`src/rtl/serial_adder_ctrl.sv`:
```
// Bit-serial adder sequencer: one full-add cell stepped LSB first over WIDTH cycles.
// Optional subtract mode (port sub) is enabled by defining SERIAL_ADDER_SUB_EN.

module half_adder_1bit (
  output logic y,
  output logic c,
  input  logic a,
  input  logic b
);
  assign y = a ^ b;
  assign c = a & b;
endmodule

module serial_adder_ctrl #(
  parameter int WIDTH = 8
) (
  input  logic             clk,
  input  logic             rst,
  input  logic             start,
  input  logic [WIDTH-1:0] a,
  input  logic [WIDTH-1:0] b,
`ifdef SERIAL_ADDER_SUB_EN
  input  logic             sub,
`endif
  output logic             busy,
  output logic             done,
  output logic [WIDTH-1:0] sum,
  output logic             cout
);

  localparam int CNT_W = (WIDTH > 1) ? $clog2(WIDTH) : 1;

  typedef enum logic [1:0] {IDLE, RUN, DONE} state_t;

  state_t             state_q, state_d;
  logic [WIDTH-1:0]   opa_q, opa_d;
  logic [WIDTH-1:0]   opb_q, opb_d;
  logic [WIDTH-1:0]   sum_q, sum_d;
  logic [CNT_W-1:0]   cnt_q, cnt_d;
  logic               carry_q, carry_d;
  logic               cout_q, cout_d;

  logic               p_bit, g0, g1, s_bit, carry_n;
  logic               last_bit;
  logic               sub_mode;

`ifdef SERIAL_ADDER_SUB_EN
  assign sub_mode = sub;
`else
  assign sub_mode = 1'b0;
`endif

  // Full-add cell: two half adders with the carries ORed.
  half_adder_1bit u_ha0 (.y(p_bit), .c(g0), .a(opa_q[0]), .b(opb_q[0]));
  half_adder_1bit u_ha1 (.y(s_bit), .c(g1), .a(p_bit),    .b(carry_q));
  assign carry_n  = g0 | g1;
  assign last_bit = (cnt_q == CNT_W'(WIDTH - 1));

  always_ff @(posedge clk or posedge rst) begin
    if (rst) begin
      state_q <= IDLE;
    end else begin
      state_q <= state_d;
    end
  end

  always_comb begin
    state_d = state_q;
    case (state_q)
      IDLE:    if (start) state_d = RUN;
      RUN:     if (last_bit) state_d = DONE;
      DONE:    state_d = IDLE;
      default: state_d = IDLE;
    endcase
  end

  always_ff @(posedge clk or posedge rst) begin
    if (rst) begin
      opa_q   <= '0;
      opb_q   <= '0;
      sum_q   <= '0;
      cnt_q   <= '0;
      carry_q <= 1'b0;
      cout_q  <= 1'b0;
    end else begin
      opa_q   <= opa_d;
      opb_q   <= opb_d;
      sum_q   <= sum_d;
      cnt_q   <= cnt_d;
      carry_q <= carry_d;
      cout_q  <= cout_d;
    end
  end

  // Subtraction loads ~b with carry-in 1 so the same cell computes a - b.
  always_comb begin
    opa_d   = opa_q;
    opb_d   = opb_q;
    sum_d   = sum_q;
    cnt_d   = cnt_q;
    carry_d = carry_q;
    cout_d  = cout_q;
    case (state_q)
      IDLE: begin
        if (start) begin
          opa_d   = a;
          opb_d   = sub_mode ? ~b : b;
          carry_d = sub_mode;
          cnt_d   = '0;
          sum_d   = '0;
          cout_d  = 1'b0;
        end
      end
      RUN: begin
        opa_d            = opa_q >> 1;
        opb_d            = opb_q >> 1;
        carry_d          = carry_n;
        cnt_d            = cnt_q + CNT_W'(1);
        sum_d            = sum_q >> 1;
        sum_d[WIDTH-1]   = s_bit;
        if (last_bit) cout_d = carry_n;
      end
      default: ;
    endcase
  end

  always_comb begin
    busy = (state_q == RUN);
    done = (state_q == DONE);
    sum  = sum_q;
    cout = cout_q;
  end

endmodule

```
`config.mk`:
```
export PLATFORM = sky130hd
export DESIGN_NAME = serial_adder_ctrl
export DESIGN_NICKNAME = d
export VERILOG_FILES = /design/src/rtl/serial_adder_ctrl.sv
export SDC_FILE = /design/constraint.sdc
export NUM_CORES = 1
export LEC_CHECK = 0
export BUFFER_PORTS_ARGS = -buffer_cell sky130_fd_sc_hd__buf_4
export CAP_MARGIN = 40
export CORE_AREA = 2 2 64 66
export DETAILED_ROUTE_END_ITERATION = 10
export DIE_AREA = 0 0 66 68
export HOLD_SLACK_MARGIN = 0.08
export PLACE_DENSITY_LB_ADDON = 0.12
export SYNTH_ARGS = -nofsm -noshare
export SYNTH_HDL_FRONTEND = slang
export SYNTH_SLANG_ARGS = --single-unit
```
`constraint.sdc`:
```
create_clock -name clk -period 1.9 [get_ports clk]
set_input_delay 0.095 -clock clk [delete_from_list [all_inputs] [get_ports clk]]
set_output_delay 0.095 -clock clk [all_outputs]
set_load 0.05 [all_outputs]
```
-- Word-level counts from Yosys, hierarchy flattened
Cells that the tools add are included.
W data, S select, Z words.
- input bits: 19
- memories kept: 0
- latch bits: 0
- RAM bits: 0
- register bits: 31
- logic and storage cells: 38
- ROM bits: 0
- add/sub/neg operators: 1
- multiply operators: 0
- equality and inequality tests: 5
- div/mod/pow operators: 0
- bitwise gates (word level): 5
- shifts and indexed selects: 0
- mux-type cells: 15
- reduce and logical (&&, ||, !) cells: 5
- $lt $le $gt $ge: 0
- operators by type and width (cell ; number):
    $pmux W8 S2 ; 3
    $mux W8 ; 3
    $pmux W3 S2 ; 1
    $mux W2 ; 2
    $pmux W1 S2 ; 2
    $pmux W2 S2 ; 1
    $reduce_and A2 Y1 ; 2
    $add A3 B1 Y3 const B ; 1
    $eq A3 B3 Y1 const B ; 1
    $mux W3 ; 1
    $reduce_and A3 Y1 ; 1
    $and A1 B1 Y1 ; 2
    $eq A2 B1 Y1 const B ; 1
    $eq A2 B2 Y1 const B ; 1
    $logic_not A2 Y1 ; 1
    $mux W1 ; 2
    $ne A2 B1 Y1 const B ; 1
    $ne A2 B2 Y1 const B ; 1
    $reduce_bool A2 Y1 ; 1
    $xor A1 B1 Y1 ; 2
    $or A1 B1 Y1 ; 1

-- Logic depth before layout (Yosys ltp)
Gate-level depths: netlist of the first run.
- word-level depth: 5
- gate-level depth with buffers: 4
- gate-level depth less buffers: 4

-- Modules after synthesis
A second synthesis of the first run with hierarchy kept.
- cells, all modules: 119
- area, all modules: 1373.8 um^2
- modules (own cells, without submodules) (module ; cells an instance ; instances ; area an instance (um^2)):
    serial_adder_ctrl ; 117 ; 1 ; 1348.8
    half_adder_1bit ; 1 ; 2 ; 12.5

-- Worst setup path after synthesis of the first run
Ideal clock, no wire load.
- kind: register -> output
- from: register state_q[1]
- to: output done
- path slack: 399 ps
- cell stages (with the launch flop): 3
- required time: 1805 ps
- data arrival time: 1406 ps
- cells stage by stage: dfrtp_1 -> clkbuf_1 -> nor2b_1
- cells in the longest elaborated chain, start to end: 1
- ends and longest elaborated chain (element ; RTL line ; RTL):
    start, declared ; 35 ; state_t state_q, state_d;
    start signal, assigned ; 63 ; state_q <= state_d;
    $eq A2 B2 Y1 ; 129 ; done = (state_q == DONE);
    end, declared ; 26 ; output logic done,
No other way between the ends.

-- Final worst setup path of the first run
- from: register state_q[0]
- to: output busy
- cells in the longest elaborated chain, start to end: 1
- ends and longest elaborated chain (element ; RTL line ; RTL):
    $eq A2 B1 Y1 ; 128 ; busy = (state_q == RUN);
    end, declared ; 25 ; output logic busy,
No other way between the ends.

==> results.txt, run 1 <==
----------------------------------------------------
[Clocking]
  Clock tree from TritonCTS ... built
  CTS sink cnt ... 31
  CTS Root Cell ... sky130_fd_sc_hd__clkbuf_8
  Clock transition at the registers of the reported paths ... 0.06 ns
  Count of H-tree levels built during CTS ... 2
  Later-pin clock latency in the skew report ... 0.28 ns
  CTS Buf Count ... 5
  Maximum root-to-sink buffer count ... 2

[Power]
  Leakage ... 0.851 nW
  Worst vdd ir ... 0.00110 V
  Power Density ... 1700 nW/um2

[Synthesis]
  Cell count after synthesis ... 128
  Arithmetic-cell share of the synthesized area counting full adders, half adders and majority gates ... 3.06%
  Async set-or-reset flop fraction in the synthesized netlist ... 100%
  Dominant combinational cell family by area after synthesis ... simple AND/OR/NAND/NOR gates
  Netlist area before placement ... 1470 um2
  Average cell area after synthesis ... 11.5 um2
  Post-synthesis sequential element count ... 31
  Simple-gate share of the synthesized area ... 18.9%
  Synthesized netlist net count ... 150
  Proportion of synthesized chip area in sequential cells ... 52.7%
  Compound-cell area share of the yosys netlist ... 16.4%
  Ys flop type ... sky130_fd_sc_hd__dfrtp_1
  Synth Area in XOR/XNOR ... 0%
  Number of distinct standard cells referenced by the synthesized netlist ... 24
  Fraction of synthesized area in multiplexers ... 0.765%
  Number of warning messages in the yosys log ... 0
  EDFF count, synth ... 0

[Die]
  Die Footprint ... 4490 um2
  I/O pin total ... 30
  Height of the die ... 68 um
  Core region area ... 3860 um2
  Row count ... 23
  Die extent in x ... 66 um
  Initial Util ... 38.2%

[Route]
  Count of unresolved DRC violations after routing ... 0
  Drt pass-1 iters ... 4
  Via density per instance ... 5.16
  Count of nets left with antenna violations after detail routing ... 0
  DR WL/cell ... 14.2 um
  Detailed router's first-iteration violation count ... 58
  Via total after detailed routing ... 1,078
  Routed WL ... 2.96 mm

[STA]
  Final slew viol count ... 0
  Setup ws final ... 0.237 ns
  Number of hold violations in the final report ... 0
  Share of the clock period used by the worst path ... 87.5%
  RSZ-0062 raised after global routing ... false
  Accumulated negative setup slack ... 0 ns
  Final count of negative-setup-slack endpoints ... 0
  Worst-margin pin slew ... 0.631 ns
  Top achievable clock speed ... 601 MHz
  Post-Route Hold Slack ... 0.127 ns
  Worst-case headroom to the max-slew limit ... 57.9%
  Final Skew ... 0.00310 ns
  Min Clock Period, post-route ... 1.66 ns

[Cells and area]
  Number of non-filler instances in the completed layout ... 209
  Diode count ... 0
  P&R area growth vs syn ... 25.7%
  Filler cell count in the final layout ... 377
  Ratio of cells with drive above 1 in the final layout ... 27.0%
  Number of nets in the layout ... 180

[Critical path]
  Required time of the worst setup path ... 1.80 ns
  Critical Setup Path Class ... register to output pin
  Most repeated library cell on the critical path ... sky130_fd_sc_hd__buf_4
  Biggest cell delay along the critical path ... 0.36 ns
  FF-to-FF setup slack ... 0.46 ns
  Critical Path Start Type ... register
  Worst Reg2Reg Path Length in Cells ... 4
  Crit-path cells ... buf_4 > nor2b_1 > buf_4 > buf_4
  CP Depth ... 4
  Family of cells with the greatest summed delay on the critical path ... buffers and inverters
  Count of buffer and inverter cells on the critical path ... 3
  Slowest CP cell ... sky130_fd_sc_hd__dfrtp_1
  Arrival time at the worst endpoint ... 1.57 ns
  Critical path endpoint category ... output pin
  Largest fanout on the critical path ... 34

[Worst hold path]
  Worst min path class ... input pin to register
  Worst Hold Path Cells ... 3

[Placement]
  Hpwl dp ... 1.88 mm
  Gpl congestion ... 0.690
  Number of instances in the placed design ... 200
  Count of buffers from port buffering ... 29
  Dpl ws ... 0.473 ns

[Global route]
  Initial antenna violation count ... 0
  Total global routing track utilization ... 14.8%
  First-pass GRT wire length ... 4.85 mm
  Pin count of the biggest net entering global routing ... 35
  GRT overflow ... 0
  Vias in the first global route ... 1,013

[Job]
  Max-capacitance violation count ... 0

[Status]
  Run status ... complete, no violations

----------------------------------------------------
==> state kept, by name, indices dropped and copies added (netlist names) <==
name / cells
sum: 8
opb_q: 8
cout: 1
opa_q: 8
carry_q: 1
cnt_q: 3
state_q: 2
==> layer usage <==
| layer | GRT usage (%) | vias up | part of all wire, % | routed length, um |
|---|---|---|---|---|
| met5 | 0 | - | 0 | 0 |
| met4 | 6.89 | 0 | 1.6 | 46 |
| met3 | 5.10 | 4 | 4.9 | 146 |
| met2 | 22.5 | 20 | 47 | 1400 |
| met1 | 19.1 | 527 | 46 | 1370 |
| li1 | - | 527 | - | - |
==> layout make-up <==
cell class	count	area [um2]	share of cell area (%)
sequential	31	776	41.9
inverter	16	60.1	3.24
clock buffer	8	100	5.41
multi-input combinational	69	581	31.4
tap	50	62.6	3.38
timing repair buffer	35	273	14.7
==> synthesized netlist by cell type (2+ instances only) <==
| master | number | area [um2] |
|---|---|---|
| sky130_fd_sc_hd__dfrtp_1 | 31 | 776 |
| sky130_fd_sc_hd__nor2b_1 | 2 | 12.5 |
| sky130_fd_sc_hd__nor3b_1 | 13 | 97.6 |
| sky130_fd_sc_hd__ha_1 | 2 | 25.0 |
| sky130_fd_sc_hd__buf_2 | 6 | 30.0 |
| sky130_fd_sc_hd__and2_1 | 2 | 12.5 |
| sky130_fd_sc_hd__nor4b_1 | 14 | 123 |
| sky130_fd_sc_hd__a22o_1 | 11 | 96.3 |
| sky130_fd_sc_hd__inv_1 | 16 | 60.1 |
| sky130_fd_sc_hd__a211oi_1 | 13 | 97.6 |
| sky130_fd_sc_hd__buf_4 | 2 | 15.0 |
| sky130_fd_sc_hd__clkbuf_1 | 4 | 15.0 |
==> where the power goes <==
group          internal [mW]  switching, mW
Combinational          0.607          0.837
Sequential             0.960          0.176
Clock                  0.330          0.232
==> path summary, 6_finish.rpt <==
path / start / end
worst max-delay path: state_q[0] / busy
worst min-delay path: a[7] / opa_q[7]
worst max register to register: state_q[0] / cout
worst min register to register: opb_q[7] / opb_q[7]
max in group asynchronous: rst / cout
min in group asynchronous: rst / sum[1]
==> metrics by stage <==
step / area [um2] / power, mW / utilization (%)
5_1_grt: 1850 / 3.37 / 48.0
3_5_place_dp: 1740 / 2.59 / 45.2
3_3_place_gp: 1730 / 2.53 / 44.8
6_report: 1850 / 3.14 / 48.0
4_1_cts: 1850 / 3.18 / 48.0
2_1_floorplan: 1470 / 2.21 / -
==> worst reg2reg max path, delay by kind of cell, from the launching register on <==
family	cells	cell delay, ns
AND/OR/NAND/NOR	1	0.17
AO/OA/AOI/OAI	1	0.33
buffers and inverters	2	0.44
flip-flops	1	0.39
==> repair_timing <==
item	in CTS	in global routing
endpoints found under the setup margin	0	0
resized for setup	0	0
hold buffers	1	0
hold endpoints to repair	11	0
setup buffers	0	0
==> placed cells by master, fill, tap and decap left out, drive strengths merged <==
master,n
nor2b,2
a21o,1
a221o,1
fa,1
o21bai,1
nor3b,13
and3b,1
nand2,1
o311ai,1
nand4bb,1
a22o,11
a211oi,13
a21oi,1
nor4bb,1
clkbuf,8
dfrtp,31
and2,2
ha,2
dlygate4sd3,1
nor4b,14
mux2,1
inv,16
a221oi,1
buf,34
==> cells by family after synthesis <==
logic type,after synthesis
DFF,31
muxes,1
buffers and inverters,28
AOI/OAI and AO/OA,30
and+or+nand+nor,35
adders and majority gates,3
Power figures use the tool's default switching activity.
==> run 2: changes to the inputs <==
--- a/config.mk
+++ b/config.mk
@@ -7,11 +7,11 @@
 export LEC_CHECK = 0
 export BUFFER_PORTS_ARGS = -buffer_cell sky130_fd_sc_hd__buf_4
 export CAP_MARGIN = 40
-export CORE_AREA = 2 2 64 66
+export CORE_AREA = 2 2 56 58
 export DETAILED_ROUTE_END_ITERATION = 10
-export DIE_AREA = 0 0 66 68
+export DIE_AREA = 0 0 58 60
 export HOLD_SLACK_MARGIN = 0.08
-export PLACE_DENSITY_LB_ADDON = 0.12
+export PLACE_DENSITY = 0.76
 export SYNTH_ARGS = -nofsm -noshare
 export SYNTH_HDL_FRONTEND = slang
 export SYNTH_SLANG_ARGS = --single-unit
==> run 2 against run 1 <==
Design area decreased by 2.2%. Critical endpoint unchanged. Clock-buffer cell count down 2. Flip-flop and latch count is the same. Fmax increased by 7.2%.
==> results.txt, run 2 (synthesis gave the netlist of run 1 again) <==
----------------------------------------------------
[Status]
  Run status ... complete, no violations (unchanged)

[STA]
  Final slew viol count ... 0 (unchanged)
  Worst-margin pin slew ... 0.395 ns (was 0.631 ns)
  Setup ws final ... 0.349 ns (was 0.237 ns)
  Final Skew ... 0.00673 ns (was 0.00310 ns)
  Min Clock Period, post-route ... 1.55 ns (was 1.66 ns)
  Top achievable clock speed ... 645 MHz (was 601 MHz)
  RSZ-0062 raised after global routing ... false (unchanged)
  Worst-case headroom to the max-slew limit ... 73.6% (was 57.9%)
  Final count of negative-setup-slack endpoints ... 0 (unchanged)
  Number of hold violations in the final report ... 0 (unchanged)
  Post-Route Hold Slack ... 0.115 ns (was 0.127 ns)
  Accumulated negative setup slack ... 0 ns (unchanged)
  Share of the clock period used by the worst path ... 81.7% (was 87.5%)

[Die]
  I/O pin total ... 30 (unchanged)
  Height of the die ... 60 um (was 68 um)
  Die extent in x ... 58 um (was 66 um)
  Row count ... 20 (was 23)
  Die Footprint ... 3480 um2 (was 4490 um2)
  Core region area ... 2900 um2 (was 3860 um2)
  Initial Util ... 50.7% (was 38.2%)

[Route]
  Drt pass-1 iters ... 4 (unchanged)
  Met3 WL ... 120 um (was 146 um)
  Via total after detailed routing ... 1,127 (was 1,078)
  Via density per instance ... 5.78 (was 5.16)
  Highest metal layer with signal wires ... met4 (unchanged)
  Count of nets left with antenna violations after detail routing ... 0 (unchanged)
  Count of unresolved DRC violations after routing ... 0 (unchanged)
  Met1 wire length ... 1.34 mm (was 1.37 mm)
  Detailed router's first-iteration violation count ... 57 (was 58)
  DR WL/cell ... 15.0 um (was 14.2 um)
  Amount of wire on met2 after detailed routing ... 1.42 mm (was 1.40 mm)
  Routed WL ... 2.92 mm (was 2.96 mm)

[Placement]
  Count of buffers from port buffering ... 29 (unchanged)
  Number of instances in the placed design ... 186 (was 200)
  Gpl congestion ... 0.708 (was 0.690)
  Hpwl dp ... 1.98 mm (was 1.88 mm)
  Total cell area at the placement stage ... 1740 um2 (about the same)
  Dpl ws ... 0.498 ns (was 0.473 ns)

[Cells and area]
  Core Util, Final ... 62.4% (was 48.0%)
  Total area of multi-input combinational cells ... 581 um2 (unchanged)
  Ratio of cells with drive above 1 in the final layout ... 28.4% (was 27.0%)
  Filler cell count in the final layout ... 256 (was 377)
  Number of non-filler instances in the completed layout ... 195 (was 209)
  Commonest cells after routing, fill and taps aside ... sky130_fd_sc_hd__buf_4 (37), sky130_fd_sc_hd__dfrtp_1 (31), sky130_fd_sc_hd__inv_1 (16) (was sky130_fd_sc_hd__buf_4 (33), sky130_fd_sc_hd__dfrtp_1 (31), sky130_fd_sc_hd__inv_1 (16))
  Sequential cell area ... 776 um2 (unchanged)
  Most common library cell in the layout ignoring fill and taps ... sky130_fd_sc_hd__buf_4 (unchanged)
  Diode count ... 0 (unchanged)
  Post-route design area ... 1810 um2 (was 1850 um2)
  P&R area growth vs syn ... 23.0% (was 25.7%)
  Number of nets in the layout ... 184 (was 180)

[Power]
  Power Density ... 1650 nW/um2 (was 1700 nW/um2)
  Leakage ... 0.850 nW (was 0.851 nW)
  Worst vdd ir ... 0.00107 V (was 0.00110 V)
  Overall Power ... 2.98 mW (was 3.14 mW)

[Clocking]
  Later-pin clock latency in the skew report ... 0.32 ns (was 0.28 ns)
  CTS Buf Count ... 5 (unchanged)
  Clock transition at the registers of the reported paths ... 0.09 ns (was 0.06 ns)
  Number of gates resized after cts ... 0 (unchanged)
  Clock tree from TritonCTS ... built (unchanged)
  Count of H-tree levels built during CTS ... 2 (unchanged)
  Maximum root-to-sink buffer count ... 2 (unchanged)
  CTS sink cnt ... 31 (unchanged)
  CTS Root Cell ... sky130_fd_sc_hd__clkbuf_4 (was sky130_fd_sc_hd__clkbuf_8)

[Job]
  Max-capacitance violation count ... 0 (unchanged)

[Global route]
  Total global routing track utilization ... 20.4% (was 14.8%)
  Vias in the first global route ... 1,134 (was 1,013)
  First-pass GRT wire length ... 5.12 mm (was 4.85 mm)
  Initial antenna violation count ... 0 (unchanged)
  GRT overflow ... 0 (unchanged)
  Pin count of the biggest net entering global routing ... 32 (was 35)

[Critical path]
  FF-to-FF setup slack ... 0.49 ns (was 0.46 ns)
  Required time of the worst setup path ... 1.80 ns (about the same)
  Arrival time at the worst endpoint ... 1.46 ns (was 1.57 ns)
  Critical Setup Path Class ... register to output pin (unchanged)
  Critical path endpoint category ... output pin (unchanged)
  Critical Path Start Type ... register (unchanged)
  Largest fanout on the critical path ... 16 (was 34)

[Worst hold path]
  Worst min path class ... input pin to register (unchanged)

----------------------------------------------------
## run 2: cell count changes in the layout (fill, tap and decap cells not counted)
cell / previous run / this run
sky130_fd_sc_hd__buf_8: 1 / 0
sky130_fd_sc_hd__clkbuf_1: 1 / 0
sky130_fd_sc_hd__buf_4: 33 / 37
sky130_fd_sc_hd__dlygate4sd3_1: 1 / 2
sky130_fd_sc_hd__clkinv_2: 0 / 1
sky130_fd_sc_hd__clkbuf_4: 0 / 5
sky130_fd_sc_hd__clkbuf_8: 7 / 1
## run 2: final timing paths
path	cells after the start	to	startpoint
setup / recovery	4	busy	state_q[1]
max in group asynchronous	4	sum[0]	rst
hold reg to reg	1	opb_q[7]	opb_q[7]
hold / removal	2	opa_q[7]	start
min in group asynchronous	4	opb_q[5]	rst
setup reg to reg	3	cout	carry_q
## run 2: routing by layer
metal,GRT usage [%],vias to the layer above
met5,0,-
met4,9.97,0
met3,7.14,5
met2,32.6,21
met1,24.8,564
li1,-,537
## run 2: area by class of cell
class / instances / area share [%]
clock buffer: 6 / 2.83
sequential: 31 / 42.8
timing repair buffer: 39 / 16.4
clock inverter: 1 / 0.276
tap: 33 / 2.28
inverter: 16 / 3.31
multi-input combinational: 69 / 32.0
## run 2: critical path, cell delays in order (launching register included)
cell                      delay (ns)
sky130_fd_sc_hd__dfrtp_1        0.40
sky130_fd_sc_hd__buf_4          0.18
sky130_fd_sc_hd__nor2b_1        0.12
sky130_fd_sc_hd__buf_4          0.21
sky130_fd_sc_hd__buf_4          0.23
## run 2: where the power goes
part / switching (mW) / internal [mW]
combinational: 0.831 / 0.617
sequential: 0.196 / 0.958
clock: 0.208 / 0.171
## run 2: what timing repair did
| item | CTS | global route |
|---|---|---|
| hold buffers | 2 | 0 |
| endpoints found under the hold margin | 32 | 0 |
| buffers inserted | 0 | 0 |
==> run 3: changes to the inputs <==
--- a/config.mk
+++ b/config.mk
@@ -5,13 +5,14 @@
 export SDC_FILE = /design/constraint.sdc
 export NUM_CORES = 1
 export LEC_CHECK = 0
+export ABC_AREA = 1
 export BUFFER_PORTS_ARGS = -buffer_cell sky130_fd_sc_hd__buf_4
 export CAP_MARGIN = 40
-export CORE_AREA = 2 2 56 58
+export CORE_AREA = 2 2 57 59
 export DETAILED_ROUTE_END_ITERATION = 10
-export DIE_AREA = 0 0 58 60
+export DIE_AREA = 0 0 59 61
 export HOLD_SLACK_MARGIN = 0.08
-export PLACE_DENSITY = 0.76
+export PLACE_DENSITY = 0.75
 export SYNTH_ARGS = -nofsm -noshare
 export SYNTH_HDL_FRONTEND = slang
 export SYNTH_SLANG_ARGS = --single-unit
==> constraint.sdc (replaced) <==
create_clock -name clk -period 1.5 [get_ports clk]
set_input_delay 0.075 -clock clk [delete_from_list [all_inputs] [get_ports clk]]
set_output_delay 0.075 -clock clk [all_outputs]
set_load 0.05 [all_outputs]
==> run 3 against run 2 <==
Clock power rose by 13%. Register-to-register slack worse by 0.34 ns. First-iteration DRC count grew 1.8%. Synthesized area increased by 3.2%. Global-route usage down 0.43 points. Synthesized cell count rose by 42%. Critical path depth is 1 lower. Core utilization increased by 4.1 points. Design area is 8.4% higher. Critical path type unchanged. Critical endpoint is now done. Highest routed layer unchanged.
==> results.txt, run 3 <==
----------------------------------------------------
[STA]
  Final count of negative-setup-slack endpoints ... 0 (unchanged)
  Top achievable clock speed ... 716 MHz
  Final Skew ... 0.00895 ns (was 0.00673 ns)
  Setup ws final ... 0.102 ns (was 0.349 ns)
  Share of the clock period used by the worst path ... 93.2%
  Number of hold violations in the final report ... 0 (unchanged)
  RSZ-0062 raised after global routing ... false (unchanged)
  Worst-margin pin slew ... 0.390 ns (was 0.395 ns)
  Worst-case headroom to the max-slew limit ... 74.0% (was 73.6%)
  Post-Route Hold Slack ... 0.387 ns (was 0.115 ns)
  Accumulated negative setup slack ... 0 ns (unchanged)
  Min Clock Period, post-route ... 1.40 ns
  Final slew viol count ... 0 (unchanged)

[Cells and area]
  Ratio of cells with drive above 1 in the final layout ... 20.0% (was 28.4%)
  Number of nets in the layout ... 253 (was 184)
  P&R area growth vs syn ... 29.2% (was 23.0%)
  Total area of multi-input combinational cells ... 639 um2 (was 581 um2)
  Most common library cell in the layout ignoring fill and taps ... sky130_fd_sc_hd__nand2_1 (was sky130_fd_sc_hd__buf_4)
  Number of non-filler instances in the completed layout ... 263 (was 195)
  Commonest cells after routing, fill and taps aside ... sky130_fd_sc_hd__nand2_1 (76), sky130_fd_sc_hd__nand3_1 (40), sky130_fd_sc_hd__buf_4 (33) (was sky130_fd_sc_hd__buf_4 (37), sky130_fd_sc_hd__dfrtp_1 (31), sky130_fd_sc_hd__inv_1 (16))
  Filler cell count in the final layout ... 246 (was 256)
  Post-route design area ... 1960 um2 (was 1810 um2)
  Diode count ... 0 (unchanged)
  Sequential cell area ... 777 um2 (was 776 um2)
  Core Util, Final ... 66.5% (was 62.4%)

[Power]
  Overall Power ... 3.81 mW (was 2.98 mW)
  Worst vdd ir ... 0.00123 V (was 0.00107 V)
  Power Density ... 1940 nW/um2 (was 1650 nW/um2)
  Leakage ... 1.08 nW (was 0.850 nW)

[Die]
  Initial Util ... 51.5% (was 50.7%)
  Core region area ... 2950 um2 (was 2900 um2)
  Die extent in x ... 59 um (was 58 um)
  Die Footprint ... 3600 um2 (was 3480 um2)
  Row count ... 20 (unchanged)
  Height of the die ... 61 um (was 60 um)
  I/O pin total ... 30 (unchanged)

[Synthesis]
  Number of distinct standard cells referenced by the synthesized netlist ... 16 (was 24)
  Netlist area before placement ... 1520 um2 (was 1470 um2)
  Synthesized netlist net count ... 204 (was 150)
  Main area contributors after synthesis ... sky130_fd_sc_hd__dfrtp_1 (51%), sky130_fd_sc_hd__nand2_1 (19%), sky130_fd_sc_hd__nand3_1 (13%) (was sky130_fd_sc_hd__dfrtp_1 (53%), sky130_fd_sc_hd__nor4b_1 (8.3%), sky130_fd_sc_hd__a211oi_1 (6.6%))
  Ys flop type ... sky130_fd_sc_hd__dfrtp_1 (unchanged)
  Most frequent cells after synthesis ... sky130_fd_sc_hd__nand2_1 (76), sky130_fd_sc_hd__nand3_1 (40), sky130_fd_sc_hd__dfrtp_1 (31) (was sky130_fd_sc_hd__dfrtp_1 (31), sky130_fd_sc_hd__inv_1 (16), sky130_fd_sc_hd__nor4b_1 (14))
  Async set-or-reset flop fraction in the synthesized netlist ... 100% (unchanged)
  EDFF count, synth ... 0 (unchanged)
  Fraction of post-synthesis cell area in the top cell type by area ... 51.0% (was 52.7%)
  Cell type with the largest total area after synthesis ... sky130_fd_sc_hd__dfrtp_1 (unchanged)
  Average cell area after synthesis ... 8.35 um2 (was 11.5 um2)
  Most used standard cell by instance count after synthesis ... sky130_fd_sc_hd__nand2_1 (was sky130_fd_sc_hd__dfrtp_1)
  Cell count after synthesis ... 182 (was 128)
  Post-synthesis sequential element count ... 31 (unchanged)
  Proportion of synthesized chip area in sequential cells ... 51.0% (was 52.7%)
  Number of warning messages in the yosys log ... 0 (unchanged)

[Status]
  Run status ... complete, no violations (unchanged)

[Route]
  Count of unresolved DRC violations after routing ... 0 (unchanged)
  Via total after detailed routing ... 1,353 (was 1,127)
  Count of nets left with antenna violations after detail routing ... 0 (unchanged)
  Detailed router's first-iteration violation count ... 58 (was 57)
  Via density per instance ... 5.14 (was 5.78)
  Drt pass-1 iters ... 4 (unchanged)
  Routed WL ... 3.32 mm (was 2.92 mm)
  DR WL/cell ... 12.6 um (was 15.0 um)

[Clocking]
  Count of H-tree levels built during CTS ... 2 (unchanged)
  CTS Root Cell ... sky130_fd_sc_hd__clkbuf_4 (unchanged)
  Maximum root-to-sink buffer count ... 2 (unchanged)
  Clock transition at the registers of the reported paths ... 0.09 ns (about the same)
  CTS sink cnt ... 31 (unchanged)
  Clock tree from TritonCTS ... built (unchanged)
  CTS Buf Count ... 5 (unchanged)
  Later-pin clock latency in the skew report ... 0.32 ns (about the same)

[Global route]
  First-pass GRT wire length ... 5.42 mm (was 5.12 mm)
  Vias in the first global route ... 1,241 (was 1,134)
  Initial antenna violation count ... 0 (unchanged)
  Total global routing track utilization ... 20.0% (was 20.4%)
  Pin count of the biggest net entering global routing ... 32 (unchanged)
  GRT overflow ... 0 (unchanged)

[Placement]
  Number of instances in the placed design ... 236 (was 186)
  Hpwl dp ... 2.01 mm (was 1.98 mm)
  Gpl congestion ... 0.738 (was 0.708)
  Count of buffers from port buffering ... 29 (unchanged)
  Dpl ws ... 0.181 ns (was 0.498 ns)
  Total cell area at the placement stage ... 1710 um2 (was 1740 um2)

[Critical path]
  Critical Path Start Type ... register (unchanged)
  Required time of the worst setup path ... 1.42 ns (was 1.80 ns)
  Largest fanout on the critical path ... 17 (was 16)
  Critical Setup Path Class ... register to output pin (unchanged)
  Arrival time at the worst endpoint ... 1.32 ns (was 1.46 ns)
  Critical path endpoint category ... output pin (unchanged)

[Worst hold path]
  Worst min path class ... input pin to async pin (was input pin to register)

[Job]
  Max-capacitance violation count ... 0 (unchanged)

----------------------------------------------------
run 3: timing repair:
| item | in CTS | in global routing |
|---|---|---|
| hold buffers | 18 | 0 |
| endpoints found under the setup margin | 1 | 1 |
| pin swaps | 1 | 0 |
| setup buffers | 2 | 0 |
| gates cloned | 1 | 0 |
| resized for setup | 2 | 1 |
| endpoints found under the hold margin | 48 | 0 |
run 3: layout make-up:
class	instances	area share [%]
Tap cell	33	2.10
Inverter	8	1.91
Timing Repair Buffer	51	21.8
Clock buffer	6	2.10
Multi-Input combinational cell	134	32.5
Sequential cell	31	39.6
run 3: cells by family after synthesis:
logic type / count (synthesis) / synth area share [%]
AOI/OAI and AO/OA: 8 / 2.88
adders and majority gates: 3 / 2.96
buffers and inverters: 18 / 7.65
DFF: 31 / 51.0
and+or+nand+nor: 122 / 35.5
run 3: worst paths after layout:
kind | depth (start not counted) | endpoint | start | slack, ns
worst max-delay path | 3 | done | state_q[0] | 0.10
worst min register to register | 1 | cnt_q[0] | cnt_q[0] | 0.51
max in group asynchronous | 4 | state_q[0] | rst | 0.80
worst min-delay path | 4 | sum[0] | rst | 0.39
worst max register to register | 6 | opb_q[2] | state_q[1] | 0.15
min in group clk | 4 | opb_q[7] | b[7] | 0.49
run 3: critical path, cell delays in order (launching register included):
cell,delay [ns]
sky130_fd_sc_hd__dfrtp_2,0.47
sky130_fd_sc_hd__buf_4,0.22
sky130_fd_sc_hd__nor2_1,0.12
sky130_fd_sc_hd__buf_4,0.20
run 3: metal layers:
| metal | vias up | part of all wire (%) | GRT usage [%] |
|---|---|---|---|
| met5 | - | 0 | 0 |
| met2 | 39 | 49 | 32.4 |
| li1 | 682 | - | - |
| met1 | 627 | 45 | 26.8 |
| met3 | 5 | 4.4 | 3.84 |
| met4 | 0 | 1.2 | 7.79 |
run 3: where the power goes:
part / internal [mW] / switching [mW]
logic: 0.639 / 1.30
registers: 1.19 / 0.251
clock network: 0.167 / 0.263
total: 1.99 / 1.82
